File: config.mk
export PLATFORM = sky130hd
export DESIGN_NAME = word_unpacker_flat
export DESIGN_NICKNAME = d
export VERILOG_FILES = /design/src/rtl/word_unpacker_if.sv /design/src/rtl/word_unpacker.sv /design/src/flat_wrapper.sv
export SDC_FILE = /design/constraint.sdc
export NUM_CORES = 1
export LEC_CHECK = 0
export BUFFER_PORTS_ARGS = -buffer_cell sky130_fd_sc_hd__buf_4
export CAP_MARGIN = 20
export CORE_ASPECT_RATIO = 0.8
export CORE_MARGIN = 3
export CORE_UTILIZATION = 49
export CTS_CLUSTER_DIAMETER = 100
export DETAILED_ROUTE_END_ITERATION = 8
export MAX_ROUTING_LAYER = met4
export PLACE_DENSITY_LB_ADDON = 0.2
export SKIP_CTS_REPAIR_TIMING = 1
export SLEW_MARGIN = 40
export SYNTH_ARGS = -nofsm -noshare
export SYNTH_HDL_FRONTEND = slang
export SYNTH_SLANG_ARGS = --single-unit
export TNS_END_PERCENT = 50
File: constraint.sdc
create_clock -name Clk -period 3.6 [get_ports Clk]
set_clock_uncertainty 0.2 [all_clocks]
set_input_delay 0.72 -clock Clk [delete_from_list [all_inputs] [get_ports Clk]]
set_output_delay 0.72 -clock Clk [all_outputs]
set_load 0.005 [all_outputs]
File: src/rtl/word_unpacker_if.sv
`default_nettype none
// ============================================================================
//  Module      : word_unpacker_if
//  Description : Handshake bundle for word_unpacker. The word side uses
//                in_valid/in_ready/data_in. The chunk side uses
//                out_valid/out_ready/data_out with last, chunk_idx and busy
//                as sideband signals.
//                slave  : the unpacker itself
//                master : the environment (word source and chunk consumer)
//  Revision    : 1.0  initial release
// ============================================================================
interface word_unpacker_if #(
    parameter int IN_W  = 32,
    parameter int OUT_W = 8
);
    localparam int c_NCHUNK = IN_W / OUT_W;
    localparam int c_CW     = (c_NCHUNK > 1) ? $clog2(c_NCHUNK) : 1;

    logic                in_valid;
    logic                in_ready;
    logic [IN_W-1:0]     data_in;
    logic                out_valid;
    logic                out_ready;
    logic [OUT_W-1:0]    data_out;
    logic                last;
    logic [c_CW-1:0]     chunk_idx;
    logic                busy;

    modport slave (
        input  in_valid, data_in, out_ready,
        output in_ready, out_valid, data_out, last, chunk_idx, busy
    );

    modport master (
        output in_valid, data_in, out_ready,
        input  in_ready, out_valid, data_out, last, chunk_idx, busy
    );
endinterface
`default_nettype wire

File: src/rtl/word_unpacker.sv
`default_nettype none
// ============================================================================
//  Module      : word_unpacker
//  Description : Width-down converter. It takes one IN_W-bit word through a
//                valid/ready handshake and emits IN_W/OUT_W chunks of
//                OUT_W bits, one chunk per cycle when the consumer is ready.
//                When the last chunk of a word is accepted in the same cycle
//                that a new word arrives, the new word loads with no bubble.
//                Optional macro UNPACK_MSB_FIRST_EN: emit the most
//                significant chunk first (default: least significant first).
//  Revision    : 1.0  initial release
// ============================================================================
module word_unpacker #(
    parameter int IN_W  = 32,
    parameter int OUT_W = 8
) (
    input  wire              Clk,
    input  wire              Reset,
    word_unpacker_if.slave   bus
);
    localparam int c_NCHUNK = IN_W / OUT_W;
    localparam int c_CW     = (c_NCHUNK > 1) ? $clog2(c_NCHUNK) : 1;
    localparam logic [c_CW-1:0] c_LAST_IDX = c_CW'(c_NCHUNK - 1);
    localparam logic [c_CW-1:0] c_CNT_ONE  = c_CW'(1);

    typedef enum logic [0:0] {
        S_IDLE  = 1'b0,
        S_SHIFT = 1'b1
    } state_t;

    state_t             r_state;
    state_t             w_state_nxt;
    logic [IN_W-1:0]    r_sbuf;
    logic [IN_W-1:0]    w_sbuf_nxt;
    logic [IN_W-1:0]    w_sbuf_shifted;
    logic [c_CW-1:0]    r_cnt;
    logic [c_CW-1:0]    w_cnt_nxt;
    logic               w_last;
    logic               w_in_ready;
    logic               w_out_valid;

    // The chunk on data_out always comes from the register end that
    // shifts out first, so the output is a plain register slice.
`ifdef UNPACK_MSB_FIRST_EN
    assign w_sbuf_shifted = r_sbuf << OUT_W;
    assign bus.data_out   = r_sbuf[IN_W-1 -: OUT_W];
`else
    assign w_sbuf_shifted = r_sbuf >> OUT_W;
    assign bus.data_out   = r_sbuf[OUT_W-1:0];
`endif

    assign w_last = (r_cnt == c_LAST_IDX);

    // State, shift buffer and chunk counter registers.
    always_ff @(posedge Clk or posedge Reset) begin
        if (Reset) begin
            r_state <= S_IDLE;
            r_sbuf  <= '0;
            r_cnt   <= '0;
        end else begin
            r_state <= w_state_nxt;
            r_sbuf  <= w_sbuf_nxt;
            r_cnt   <= w_cnt_nxt;
        end
    end

    // Next-state and handshake decode. in_ready is derived from the
    // state and out_ready only, so no combinational path exists from
    // in_valid to in_ready.
    always_comb begin
        w_state_nxt = r_state;
        w_sbuf_nxt  = r_sbuf;
        w_cnt_nxt   = r_cnt;
        w_in_ready  = 1'b1;
        w_out_valid = 1'b0;

        unique case (r_state)
            S_IDLE: begin
                w_in_ready = 1'b1;
                if (bus.in_valid) begin
                    w_sbuf_nxt  = bus.data_in;
                    w_cnt_nxt   = '0;
                    w_state_nxt = S_SHIFT;
                end
            end

            S_SHIFT: begin
                w_out_valid = 1'b1;
                w_in_ready  = bus.out_ready & w_last;
                if (bus.out_ready) begin
                    if (!w_last) begin
                        w_sbuf_nxt = w_sbuf_shifted;
                        w_cnt_nxt  = r_cnt + c_CNT_ONE;
                    end else if (bus.in_valid) begin
                        // Last chunk leaves while the next word arrives.
                        w_sbuf_nxt = bus.data_in;
                        w_cnt_nxt  = '0;
                    end else begin
                        // Clear the buffer so an idle unpacker shows zero.
                        w_sbuf_nxt  = '0;
                        w_cnt_nxt   = '0;
                        w_state_nxt = S_IDLE;
                    end
                end
            end

            default: begin
                w_state_nxt = S_IDLE;
            end
        endcase
    end

    assign bus.in_ready  = w_in_ready;
    assign bus.out_valid = w_out_valid;
    assign bus.busy      = w_out_valid;
    assign bus.last      = w_out_valid & w_last;
    assign bus.chunk_idx = r_cnt;

endmodule
`default_nettype wire
File: src/flat_wrapper.sv
// flat-port wrapper written by rule: the top's interface ports become plain ports
module word_unpacker_flat 
#(
    parameter int IN_W  = 32,
    parameter int OUT_W = 8
)
  (Clk, Reset, bus_in_valid, bus_data_in, bus_out_ready, bus_in_ready, bus_out_valid, bus_data_out, bus_last, bus_chunk_idx, bus_busy);
  word_unpacker_if #(.IN_W(IN_W), .OUT_W(OUT_W)) bus_i ();
  input  wire Clk;
  input  wire Reset;
  input wire logic [$bits(bus_i.in_valid)-1:0] bus_in_valid;
  input wire logic [$bits(bus_i.data_in)-1:0] bus_data_in;
  input wire logic [$bits(bus_i.out_ready)-1:0] bus_out_ready;
  output wire logic [$bits(bus_i.in_ready)-1:0] bus_in_ready;
  output wire logic [$bits(bus_i.out_valid)-1:0] bus_out_valid;
  output wire logic [$bits(bus_i.data_out)-1:0] bus_data_out;
  output wire logic [$bits(bus_i.last)-1:0] bus_last;
  output wire logic [$bits(bus_i.chunk_idx)-1:0] bus_chunk_idx;
  output wire logic [$bits(bus_i.busy)-1:0] bus_busy;
  assign bus_i.in_valid = bus_in_valid;
  assign bus_i.data_in = bus_data_in;
  assign bus_i.out_ready = bus_out_ready;
  assign bus_in_ready = bus_i.in_ready;
  assign bus_out_valid = bus_i.out_valid;
  assign bus_data_out = bus_i.data_out;
  assign bus_last = bus_i.last;
  assign bus_chunk_idx = bus_i.chunk_idx;
  assign bus_busy = bus_i.busy;
  word_unpacker #(.IN_W(IN_W), .OUT_W(OUT_W)) u_core (.Clk(Clk), .Reset(Reset), .bus(bus_i));
endmodule
==> metrics.txt <==
status=finished clean; LEAKAGE=0.9980 nW; Sequential Power Share=43.1%; endpoints failing hold=0; max-slew violations=0; number of I/O port buffers=49; CP required=2.68 ns; Netlist cell types=21; # rows=18; critical path type=reg -> out; vias=1288; nature of the critical path startpoint=register; share of total power in the clock network=17.0%; post-synth top area share=49.33%; combinational fraction of design power=39.8%; Finish-stage setup viols=0; # DRC=0; top-count cell post-synth=nor2_1; overall power=0.001553 W; cell taking the most area after synthesis=dfrtp_1; core footprint=3266 µm²; Final #Nets=231; post-synthesis async set-or-reset flop share=100.0%; Critical Path Slowest Stage Cell=dfrtp_1; CP cell instances=ha_1, and2_1, buf_4; ANT cells=0; number of synthesized flops with an enable pin=0; CTS buffer count=5; Max Fclk=0.4515 GHz; die height=59.84 µm; critical path's largest stage delay=0.42 ns; syn_area_per_cell=11.45 µm²; RSZ-0062 raised after global routing=false; post-synthesis register bit count=35; GRT overflow=0; H-tree depth=2; internal power=0.0009990 W; worst slew pin tran=0.5447 ns; vias in the first global route=1369; Commonest cells post-synth=49 x nor2_1, 35 x dfrtp_1, 20 x a221oi_2; synth top area cells=dfrtp_1 49%, a221oi_2 17%, nor2_1 10%; switching power=0.0005540 W; crit path max fanout=5; Layout area overhead=20.79%; CTS tree=built; die width=73.30 µm; Primary FF master, synth=dfrtp_1; DRT Wirelength=3.570 mm; TritonRoute pass-1 iters=3; routability cong.=0.7219; critical path arrival=1.29 ns; initial antenna violation count=0; Synth Instances=155; Critical Path End Type=output pin; sequential share of the synthesized area=49.33%; Max rail drop VDD=340.1 µV; DR iter-0 viols=47; Clock Latency Late Sink=0.28 ns; setup TNS=0 ns; Top Ports=50; Post-DRT Antenna Nets=0; synthesized cell area=1775 µm²; Slew headroom=63.61%; DP HPWL=2.473 mm; Final Critical Period=2.215 ns; Avg WL per Cell=15.26 µm; YS warnings=0; Net Sw Frac=35.67%; # clock sinks=35; Die ar.=4386 µm²; largest net degree at the start of global routing=36; fillers=276; share of layout cells above drive strength 1=43.30%; maxcap violations=0; Clock Pin Slew Worst Setup and Hold Paths=0.07 ns; worst hold path type=reg -> reg; Power Density=724.1 nW/µm²; clock tree buffer depth=2; synthesized net count=193; first-pass GRT wire length=6.113 mm; Avg Vias per Cell=5.504; Initial Util=54.37%; Root Driver=clkbuf_8; GRT Total Usage=18.46%; Final period util=61.53%
-- power by group through the flow --
stage	logic [W]	clock network [W]	registers (W)
floorplan	0.000522	0	0.000644
global placement	0.000608	0	0.000667
detailed placement	0.000621	0	0.000679
CTS	0.000623	0.000272	0.000671
global route	0.000686	0.000288	0.000692
finish	0.000619	0.000265	0.000670
-- cells by family (layout without fill, tap and decap cells) --
family          Yosys count  in the layout  synth area share (%)
mux                       3              3                 2.537
compound gates           36             36                 24.95
buf+inv                  22             61                 8.949
flops                    35             35                 49.33
simple gates             57             57                 12.83
fa+ha+maj                 2              2                 1.409
-- per-layer routing --
metal,routed length (µm),global-route usage [%],share of wire [%],vias to the layer above
met5,0,-,0,-
met4,27,5.426,0.76,0
met3,220,4.202,6.2,4
met2,1637,29.43,46,34
met1,1685,23.72,47,625
li1,-,-,-,625
-- critical path, delay by kind of cell (launching register included) --
family                   cells  cell delay [ns]
flip-flops                   1             0.42
buffers and inverters        1             0.13
AND/OR/NAND/NOR              1             0.18
adder cells (fa/ha/maj)      1             0.29
-- layout by cell type (no fill, tap or decap), types with 3 or more instances in the layout --
cell type / Yosys / final
a221oi_1: 4 / 4
a221oi_2: 20 / 20
a22o_1: 9 / 9
buf_4: 13 / 52
clkbuf_8: 0 / 5
dfrtp_1: 35 / 35
nand2_1: 3 / 3
nor2_1: 49 / 49
-- worst paths after layout --
path                                         start                end  slack [ns]  cells after the start
min reg2reg                       u_core.r_sbuf[2]   u_core.r_sbuf[2]        0.30                      2
min                               u_core.r_sbuf[2]   u_core.r_sbuf[2]        0.30                      2
max reg2reg                         u_core.r_state  u_core.r_sbuf[17]        1.77                      4
min in group asynchronous                    Reset  u_core.r_sbuf[14]        0.33                      3
max                        u_core.bus.chunk_idx[0]           bus_last        1.39                      3
max in group asynchronous                    Reset  u_core.r_sbuf[23]        2.55                      3
-- cell type report --
class | count | area (µm²) | area share, %
sequential | 35 | 875.8 | 40.84
clock buffer | 7 | 76.32 | 3.559
timing repair buffer | 52 | 390.4 | 18.20
clock inverter | 1 | 5.005 | 0.2334
tap | 40 | 50.05 | 2.334
inverter | 1 | 3.754 | 0.1750
multi-input combinational | 98 | 743.2 | 34.66
-- sequential cells by signal, summed over array words and instances (netlist names) --
| signal | cells |
|---|---|
| u_core.r_sbuf | 32 |
| u_core.bus.chunk_idx | 2 |
| u_core.r_state | 1 |
-- per-stage QoR --
step	setup WS [ns]	utilization, %	instance area, µm²	hold WS (ns)	instances
3_3_place_gp	1.569	63.18	2063	0.2805	226
6_report	1.385	65.67	2145	0.2978	234
2_1_floorplan	1.855	-	1775	0.2673	155
3_5_place_dp	1.550	63.18	2063	0.2893	226
4_1_cts	1.375	65.67	2145	0.3049	234
5_1_grt	1.328	65.67	2145	0.3189	234
Power figures use the tool's default switching activity.
